<file path="config.mk">
export PLATFORM = sky130hd
export DESIGN_NAME = ram_arbiter
export DESIGN_NICKNAME = d
export VERILOG_FILES = /design/src/rtl/ram_arb_pkg.sv /design/src/rtl/rr_arbiter2.sv /design/src/rtl/ram_arbiter.sv
export SDC_FILE = /design/constraint.sdc
export NUM_CORES = 1
export LEC_CHECK = 0
export CORE_MARGIN = 2
export CORE_UTILIZATION = 39
export CTS_BUF_LIST = sky130_fd_sc_hd__clkbuf_4 sky130_fd_sc_hd__clkbuf_8
export CTS_CLUSTER_DIAMETER = 30
export DETAILED_ROUTE_END_ITERATION = 10
export GPL_TIMING_DRIVEN = 1
export PLACE_DENSITY = 0.82
export SYNTH_ARGS = -nofsm -noshare
export SYNTH_HDL_FRONTEND = slang
export SYNTH_SLANG_ARGS = --single-unit
</file>
<file path="constraint.sdc">
create_clock -name clock -period 1.7 [get_ports clock]
set_input_delay 0.51 -clock clock [delete_from_list [all_inputs] [get_ports clock]]
set_output_delay 0.51 -clock clock [all_outputs]
set_load 0.01 [all_outputs]
</file>
<file path="src/rtl/ram_arb_pkg.sv">
// Shared types and constants for the two-requester RAM arbiter.
package ram_arb_pkg;

  localparam int DATA_WIDTH_DEF = 32;
  localparam int ADDR_WIDTH_DEF = 5;

  // Requester indices; also the encoding of the winner / last_grant bit.
  localparam logic REQ0 = 1'b0;
  localparam logic REQ1 = 1'b1;

  typedef enum logic [1:0] {
    IDLE   = 2'd0,
    ACCESS = 2'd1,
    RESP   = 2'd2
  } state_e;

endpackage

</file>
<file path="src/rtl/rr_arbiter2.sv">
// Two-way combinational winner select.
// Round-robin on ties by default; with RAM_ARB_FIXED_PRIO_EN defined,
// requester 0 always wins ties and last_grant is ignored.
module rr_arbiter2
  import ram_arb_pkg::*;
(
  input  logic [1:0] req,
  input  logic       last_grant,
  output logic       any_req,
  output logic       winner
);

`ifdef RAM_ARB_FIXED_PRIO_EN
  logic unused_last_grant;
  assign unused_last_grant = last_grant;
`endif

  // Pick the winning requester index from the current request pair.
  always_comb begin
    any_req = |req;
    winner  = REQ0;
    case (req)
      2'b01:   winner = REQ0;
      2'b10:   winner = REQ1;
`ifdef RAM_ARB_FIXED_PRIO_EN
      2'b11:   winner = REQ0;
`else
      2'b11:   winner = ~last_grant;
`endif
      default: winner = REQ0;
    endcase
  end

endmodule

</file>
<file path="src/rtl/ram_arbiter.sv">
// Arbiter/sequencer between two masters and a single-port RAM.
// Each transaction takes IDLE -> ACCESS -> RESP; all outputs are registered.
// Optional build macro: RAM_ARB_FIXED_PRIO_EN (fixed priority to requester 0).
module ram_arbiter
  import ram_arb_pkg::*;
#(
  parameter int DATA_WIDTH = DATA_WIDTH_DEF,
  parameter int ADDR_WIDTH = ADDR_WIDTH_DEF
) (
  input  logic                  clock,
  input  logic                  reset_n,
  input  logic                  req0,
  input  logic                  we0,
  input  logic [ADDR_WIDTH-1:0] addr0,
  input  logic [DATA_WIDTH-1:0] wdata0,
  output logic                  gnt0,
  output logic                  ack0,
  input  logic                  req1,
  input  logic                  we1,
  input  logic [ADDR_WIDTH-1:0] addr1,
  input  logic [DATA_WIDTH-1:0] wdata1,
  output logic                  gnt1,
  output logic                  ack1,
  output logic [DATA_WIDTH-1:0] rdata,
  output logic                  ram_cs,
  output logic                  ram_we,
  output logic [ADDR_WIDTH-1:0] ram_addr,
  output logic [DATA_WIDTH-1:0] ram_wdata,
  input  logic [DATA_WIDTH-1:0] ram_rdata
);

  state_e                state_q, state_d;
  logic                  last_grant_q, last_grant_d;
  logic                  owner_q, owner_d;
  logic                  gnt0_q, gnt0_d;
  logic                  gnt1_q, gnt1_d;
  logic                  ack0_q, ack0_d;
  logic                  ack1_q, ack1_d;
  logic [DATA_WIDTH-1:0] rdata_q, rdata_d;
  logic                  ram_cs_q, ram_cs_d;
  logic                  ram_we_q, ram_we_d;
  logic [ADDR_WIDTH-1:0] ram_addr_q, ram_addr_d;
  logic [DATA_WIDTH-1:0] ram_wdata_q, ram_wdata_d;

  logic any_req;
  logic winner;

  rr_arbiter2 u_arb (
    .req        ({req1, req0}),
    .last_grant (last_grant_q),
    .any_req    (any_req),
    .winner     (winner)
  );

  // Next-state and next-output logic for the three-phase transaction FSM.
  always_comb begin
    state_d      = state_q;
    last_grant_d = last_grant_q;
    owner_d      = owner_q;
    gnt0_d       = gnt0_q;
    gnt1_d       = gnt1_q;
    ack0_d       = ack0_q;
    ack1_d       = ack1_q;
    rdata_d      = rdata_q;
    ram_cs_d     = ram_cs_q;
    ram_we_d     = ram_we_q;
    ram_addr_d   = ram_addr_q;
    ram_wdata_d  = ram_wdata_q;

    case (state_q)
      IDLE: begin
        ack0_d = 1'b0;
        ack1_d = 1'b0;
        if (any_req) begin
          // Latch the winner's command; it stays frozen through ACCESS.
          state_d     = ACCESS;
          owner_d     = winner;
          ram_cs_d    = 1'b1;
          ram_we_d    = (winner == REQ1) ? we1    : we0;
          ram_addr_d  = (winner == REQ1) ? addr1  : addr0;
          ram_wdata_d = (winner == REQ1) ? wdata1 : wdata0;
          gnt0_d      = (winner == REQ0);
          gnt1_d      = (winner == REQ1);
        end else begin
          ram_cs_d    = 1'b0;
          ram_we_d    = 1'b0;
          ram_addr_d  = '0;
          ram_wdata_d = '0;
          gnt0_d      = 1'b0;
          gnt1_d      = 1'b0;
        end
      end
      ACCESS: begin
        // The RAM write commits on this edge; reads are captured here too.
        state_d      = RESP;
        last_grant_d = owner_q;
        ram_cs_d     = 1'b0;
        ram_we_d     = 1'b0;
        gnt0_d       = 1'b0;
        gnt1_d       = 1'b0;
        ack0_d       = (owner_q == REQ0);
        ack1_d       = (owner_q == REQ1);
        if (!ram_we_q) begin
          rdata_d = ram_rdata;
        end
      end
      RESP: begin
        // Return to IDLE with the RAM bus quiet; requests are not looked at.
        state_d     = IDLE;
        ack0_d      = 1'b0;
        ack1_d      = 1'b0;
        ram_addr_d  = '0;
        ram_wdata_d = '0;
      end
      default: begin
        state_d  = IDLE;
        ram_cs_d = 1'b0;
        ram_we_d = 1'b0;
        gnt0_d   = 1'b0;
        gnt1_d   = 1'b0;
        ack0_d   = 1'b0;
        ack1_d   = 1'b0;
      end
    endcase
  end

  // State and output registers; reset drops the RAM strobes immediately.
  always_ff @(posedge clock or negedge reset_n) begin
    if (!reset_n) begin
      state_q      <= IDLE;
      last_grant_q <= REQ1;
      owner_q      <= REQ0;
      gnt0_q       <= 1'b0;
      gnt1_q       <= 1'b0;
      ack0_q       <= 1'b0;
      ack1_q       <= 1'b0;
      rdata_q      <= '0;
      ram_cs_q     <= 1'b0;
      ram_we_q     <= 1'b0;
      ram_addr_q   <= '0;
      ram_wdata_q  <= '0;
    end else begin
      state_q      <= state_d;
      last_grant_q <= last_grant_d;
      owner_q      <= owner_d;
      gnt0_q       <= gnt0_d;
      gnt1_q       <= gnt1_d;
      ack0_q       <= ack0_d;
      ack1_q       <= ack1_d;
      rdata_q      <= rdata_d;
      ram_cs_q     <= ram_cs_d;
      ram_we_q     <= ram_we_d;
      ram_addr_q   <= ram_addr_d;
      ram_wdata_q  <= ram_wdata_d;
    end
  end

  assign gnt0      = gnt0_q;
  assign gnt1      = gnt1_q;
  assign ack0      = ack0_q;
  assign ack1      = ack1_q;
  assign rdata     = rdata_q;
  assign ram_cs    = ram_cs_q;
  assign ram_we    = ram_we_q;
  assign ram_addr  = ram_addr_q;
  assign ram_wdata = ram_wdata_q;

endmodule

</file>
After elaboration in Yosys (flattened, before gate mapping)
Index checks and enable logic that the tools add are counted.
{"block": "word_totals", "out_inout_bits": 75, "mem_count": 0, "register_bits": 79, "ram_bits": 0, "inputBits": 112, "latch_bits": 0, "mem_bits_ro": 0, "wordCells": 46}
{"block": "classes", "mux": 20, "n_bitwise": 4, "div_mod_pow": 0, "n_lt_le_gt_ge": 0, "shift": 0, "n_reduce_logical": 5, "n_eq_ne": 5, "add_sub_neg": 0, "mul": 0}
{"op": "$mux W32", "count": 2}
{"op": "$pmux W32 S2", "count": 1}
{"op": "$mux W5", "count": 2}
{"op": "$pmux W1 S2", "count": 5}
{"op": "$pmux W5 S2", "count": 1}
{"op": "$mux W1", "count": 7}
{"op": "$eq A2 B2 Y1 const B", "count": 3}
{"op": "$not A1 Y1", "count": 4}
{"op": "$pmux W2 S2", "count": 1}
{"op": "$reduce_and A2 Y1", "count": 2}
{"op": "$eq A2 B1 Y1 const B", "count": 1}
{"op": "$logic_not A2 Y1", "count": 1}
{"op": "$mux W2", "count": 1}
{"op": "$ne A2 B2 Y1 const B", "count": 1}
{"op": "$reduce_bool A2 Y1", "count": 1}
{"op": "$reduce_or A2 Y1", "count": 1}

Depth between registers and ports, before layout
Gate-level depths: netlist (run 1).
{"block": "depth", "word_depth": 5, "ltp_mapped": 5, "mapped_depth_nobuf": 4}

Hierarchy
A second synthesis (run 1) with hierarchy kept.
{"block": "hier_totals", "hier_cells": 262, "hier_area_um2": 3295.7}
{"module": "ram_arbiter", "n_inst": 1, "cells_per_inst": 260, "area_each_um2": 3281.9}
{"module": "rr_arbiter2", "n_inst": 1, "cells_per_inst": 2, "area_each_um2": 13.8}

Worst setup path after synthesis (run 1)
Ideal clock, no wire load.
{"block": "synth_timing", "kind": "input to register", "startpoint": "input req1", "endpoint": "register ram_wdata_q[10], in the netlist ram_wdata[10]", "slack_ns": 0.184, "stages": 5, "arrival_ns": 1.390, "path_buffers": 2, "cell_sequence": "a21boi_4 -> and2_1 -> buf_6 -> buf_2 -> a221o_1"}
{"block": "synth_between", "elab_chain_len": 5}
{"item": "start, declared", "line_no": "ram_arbiter.sv:18", "text": "input logic req1,"}
{"item": "$eq A2 B2 Y1", "line_no": "rr_arbiter2.sv:22", "text": "case (req)"}
{"item": "$pmux W1 S2", "line_no": "rr_arbiter2.sv:22"}
{"item": "$mux W32", "line_no": "ram_arbiter.sv:81", "text": "ram_wdata_d = (winner == REQ1) ? wdata1 : wdata0;"}
{"item": "$mux W32 (*)", "line_no": "ram_arbiter.sv:74", "text": "if (any_req) begin"}
{"item": "$pmux W32 S2 (*)", "line_no": "ram_arbiter.sv:70", "text": "case (state_q)"}
{"item": "end signal, assigned", "line_no": "ram_arbiter.sv:154", "text": "ram_wdata_q <= ram_wdata_d;"}
{"item": "end, declared", "line_no": "ram_arbiter.sv:43", "text": "logic [DATA_WIDTH-1:0] ram_wdata_q, ram_wdata_d;"}
Mark *: on every way between the ends. The rest lies on a longest branch, timed or not.
A chain may end at the register's enable or synchronous reset.

Worst setup path after layout (run 1)
{"block": "layout_timing", "startpoint": "register ram_we_q, in the netlist ram_we", "endpoint": "output ram_we"}
{"item": "start, declared", "line_no": "ram_arbiter.sv:41", "text": "logic ram_we_q, ram_we_d;"}
{"item": "start signal, assigned", "line_no": "ram_arbiter.sv:152", "text": "ram_we_q <= ram_we_d;"}
{"item": "end, declared", "line_no": "ram_arbiter.sv:26", "text": "output logic ram_we,"}
No word-level cell between the ends.

==> impl_metrics.yaml, run 1 <==
outcome:
  status: "finished, final reports clean"
power:
  power.internal_uw: 5837
  power_switching_share: 0.3338
  p_leak_uw: 0.002500
  p_seq_frac: 0.378
  clkPwrFrac: 0.153
  pwr-share-comb: 0.469
  vdd_drop_max_mv: 0.6336
  switching_power_uw: 2924
  power.density_nw_per_um2: 1645
critical_path:
  cp-start-kind: "register"
  cp_max_fo: 3
  r2r_slack_ps: 190
  slowest_stage: "dfrtp_1"
  r2r_start: "state_q[1]$_DFFE_PN0P_"
  end_kind: "primary output"
  cpLargestDelayFamily: "flip-flops"
  worst-setup-path-type: "reg2out"
  crit_path_max_incr_delay_ps: 410
  path_cells: "dlygate4sd2_1"
  cp.required_ps: 1190
  arrival_ps: 1050
  crit_path_start: "ram_we$_DFFE_PN0N_"
  path_buf_inv: 1
grt:
  grt_pass1_vias: 2745
  grt_use_met2: 0.3381
  top_usage_layer: "met2"
  grt_pass1_wl_mm: 13.01
  grt_max_degree: 80
  grt_overflow: 0
  grt_use_met1: 0.2157
  grt_antenna_before_repair: 0
  grt_use_met3: 0.04230
  grt_usage: 0.1891
synth:
  synthFlopType: "dfrtp_1"
  syn_area_per_cell_um2: 14.45
  synth_fp_nets: 335
  ys_ff_latch: 79
  synth_area_leaders: "dfrtp_1 (61%), mux2_2 (10%), a221o_1 (9.0%), and2_1 (6.0%), a221o_2 (2.1%)"
  yosysSeqAreaShare: 0.6137
  async_flop_share: 1.000
  syn_area_um2: 3223
  yosys.cell_count.top_type: "dfrtp_1"
  synth_top_area_share: 0.6056
  yosysWarningCount: 0
  syn_inst: 223
  synth_cell_type_count: 24
  synth-edff-count: 0
  synth_top_cells_by_count: "dfrtp_1 (78), and2_1 (31), mux2_2 (30), a221o_1 (29)"
  yosysTopAreaCell: "dfrtp_1"
timing:
  fmaxAchievable_mhz: 642.9
  period_share: 0.9149
  drv_slew: 0
  rsz0062_at_grt: "no"
  slew_headroom: 0.7304
  hold_viol: 0
  finClkSkew_ps: 14.09
  worstMarginPinSlew_ps: 404.3
  fin_crit_ps: 1555
  setup_viol: 0
  finalSetupTns_ps: 0
cells_and_area:
  final_util: 0.6580
  fin_nets: 527
  synthToLayoutAreaGrowth_pct: 65.22
  drive_gt1_frac: 0.1738
  diodes: 0
floorplan:
  die_y_um: 94.91
  start_util: 0.3983
  num_rows: 33
  core_area_um2: 8093
  fp.dieW_um: 94.91
  io_pins: 187
  fp.dieArea_um2: 9008
clocking:
  clk_latency_ps: 340
  cts_buffers: 9
  htree_levels: 3
  path_clk_slew_ps: 80
  tritoncts: "built"
  post_cts_buffers: 0
  cts.sinks: 79
  ctsRootBufferMaster: "clkbuf_8"
  clock_path_buffers: 2
  ctsHoldBuffers: 0
routing:
  drt_first_iter_violations: 100
  drc: 0
  wl_per_cell_um: 16.14
  postRouteAntennaNets: 0
  dr.pass1.iters: 4
  via_per_inst: 4.979
  route.vias.total: 2614
  drt_wl_total_mm: 8.472
placed_design:
  hpwl_mm: 6.424
  io_buffers: 186
  place_congestion: 0.7820
job:
  maxCapViolCount: 0
worst_hold_path:
  min_path_type: "in2async"
==> metal layers <==
layer,vias up,wire [µm]
li1,1206,-
met5,-,0
met1,1271,3290
met2,121,4429
met3,16,588
met4,0,164
==> state kept, by name (all words and copies together), names as in the netlist <==
| signal | cells |
|---|---|
| gnt1 | 1 |
| gnt0 | 1 |
| rdata | 32 |
| ram_wdata | 32 |
| owner_q | 1 |
| ram_addr | 5 |
| ram_cs | 1 |
| ack1 | 1 |
| state_q | 2 |
| ack0 | 1 |
| ram_we | 1 |
| last_grant_q | 1 |
==> kinds of logic after synthesis <==
logic type             count (synthesis)  share of synthesized area
muxes                                 35                     0.1211
and+or+nand+nor                       49                    0.09589
AOI/OAI and AO/OA                     44                     0.1328
buffers and inverters                 16                    0.03649
DFF                                   79                     0.6137
==> power by group through the flow <==
stage	combinational [µW]	clock (µW)	sequential [µW]
global placement	4680	0	3360
floorplan	1820	0	3770
detailed placement	4820	0	3370
CTS	4170	1390	3330
global route	4450	1470	3450
finish	4110	1340	3320
==> per-stage QoR <==
step	hold WS, ps	power, µW	setup WS, ps	cells	cell area [µm²]
floorplan	214.4	5586	184.4	223	3223
global placement	445.3	8042	-284.6	509	5221
CTS	183.9	8890	17.04	525	5320
detailed placement	455.6	8191	-349.2	509	5221
finish	181.2	8762	144.6	525	5325
global route	200.2	9366	92.51	525	5325
==> cell usage in the layout, fill, tap and decap left out, types with 4 or more instances in the layout <==
master           count
and2_1              31
dlygate4sd2_1       75
nand2_1              5
mux2_2              30
buf_12               4
dfrtp_1             78
clkdlybuf4s50_1    108
a221o_1             29
and2_2               6
o21ai_0              4
clkbuf_8             9
a221o_2              6
buf_4                6
==> cell type report <==
type,count,area (µm²)
Fill cell,650,2768
Sequential cell,79,1978
Timing Repair Buffer,195,1888
Multi-Input combinational cell,128,1127
Clock buffer,10,131.4
Tap cell,105,131.4
Clock inverter,6,61.31
Inverter,2,7.507
==> timing repair <==
action / CTS / global route
hold endpoints to repair: 0 / 0
setup endpoints to repair: 75 / 14
pin swaps: 0 / 0
gates resized for setup: 75 / 2
==> worst paths after layout <==
| check | endpoint | cells past startpoint |
|---|---|---|
| setup / recovery | ram_we | 1 |
| hold / removal | rdata[4]$_DFFE_PN0P_ | 2 |
| setup reg to reg | rdata[24]$_DFFE_PN0P_ | 4 |
| hold reg to reg | ack0$_DFF_PN0_ | 1 |
| max in group asynchronous | last_grant_q$_DFFE_PN1N_ | 2 |
| min in group clock | ack0$_DFF_PN0_ | 1 |
Note: power is estimated with default switching activity, not from simulation.
==> run 2, diff against run 1 <==
ABC_CLOCK_PERIOD_IN_PS = 1700   (was unset)
==> results of run 2 <==
No change in the layout: final DEF, timing and power equal those of run 1.
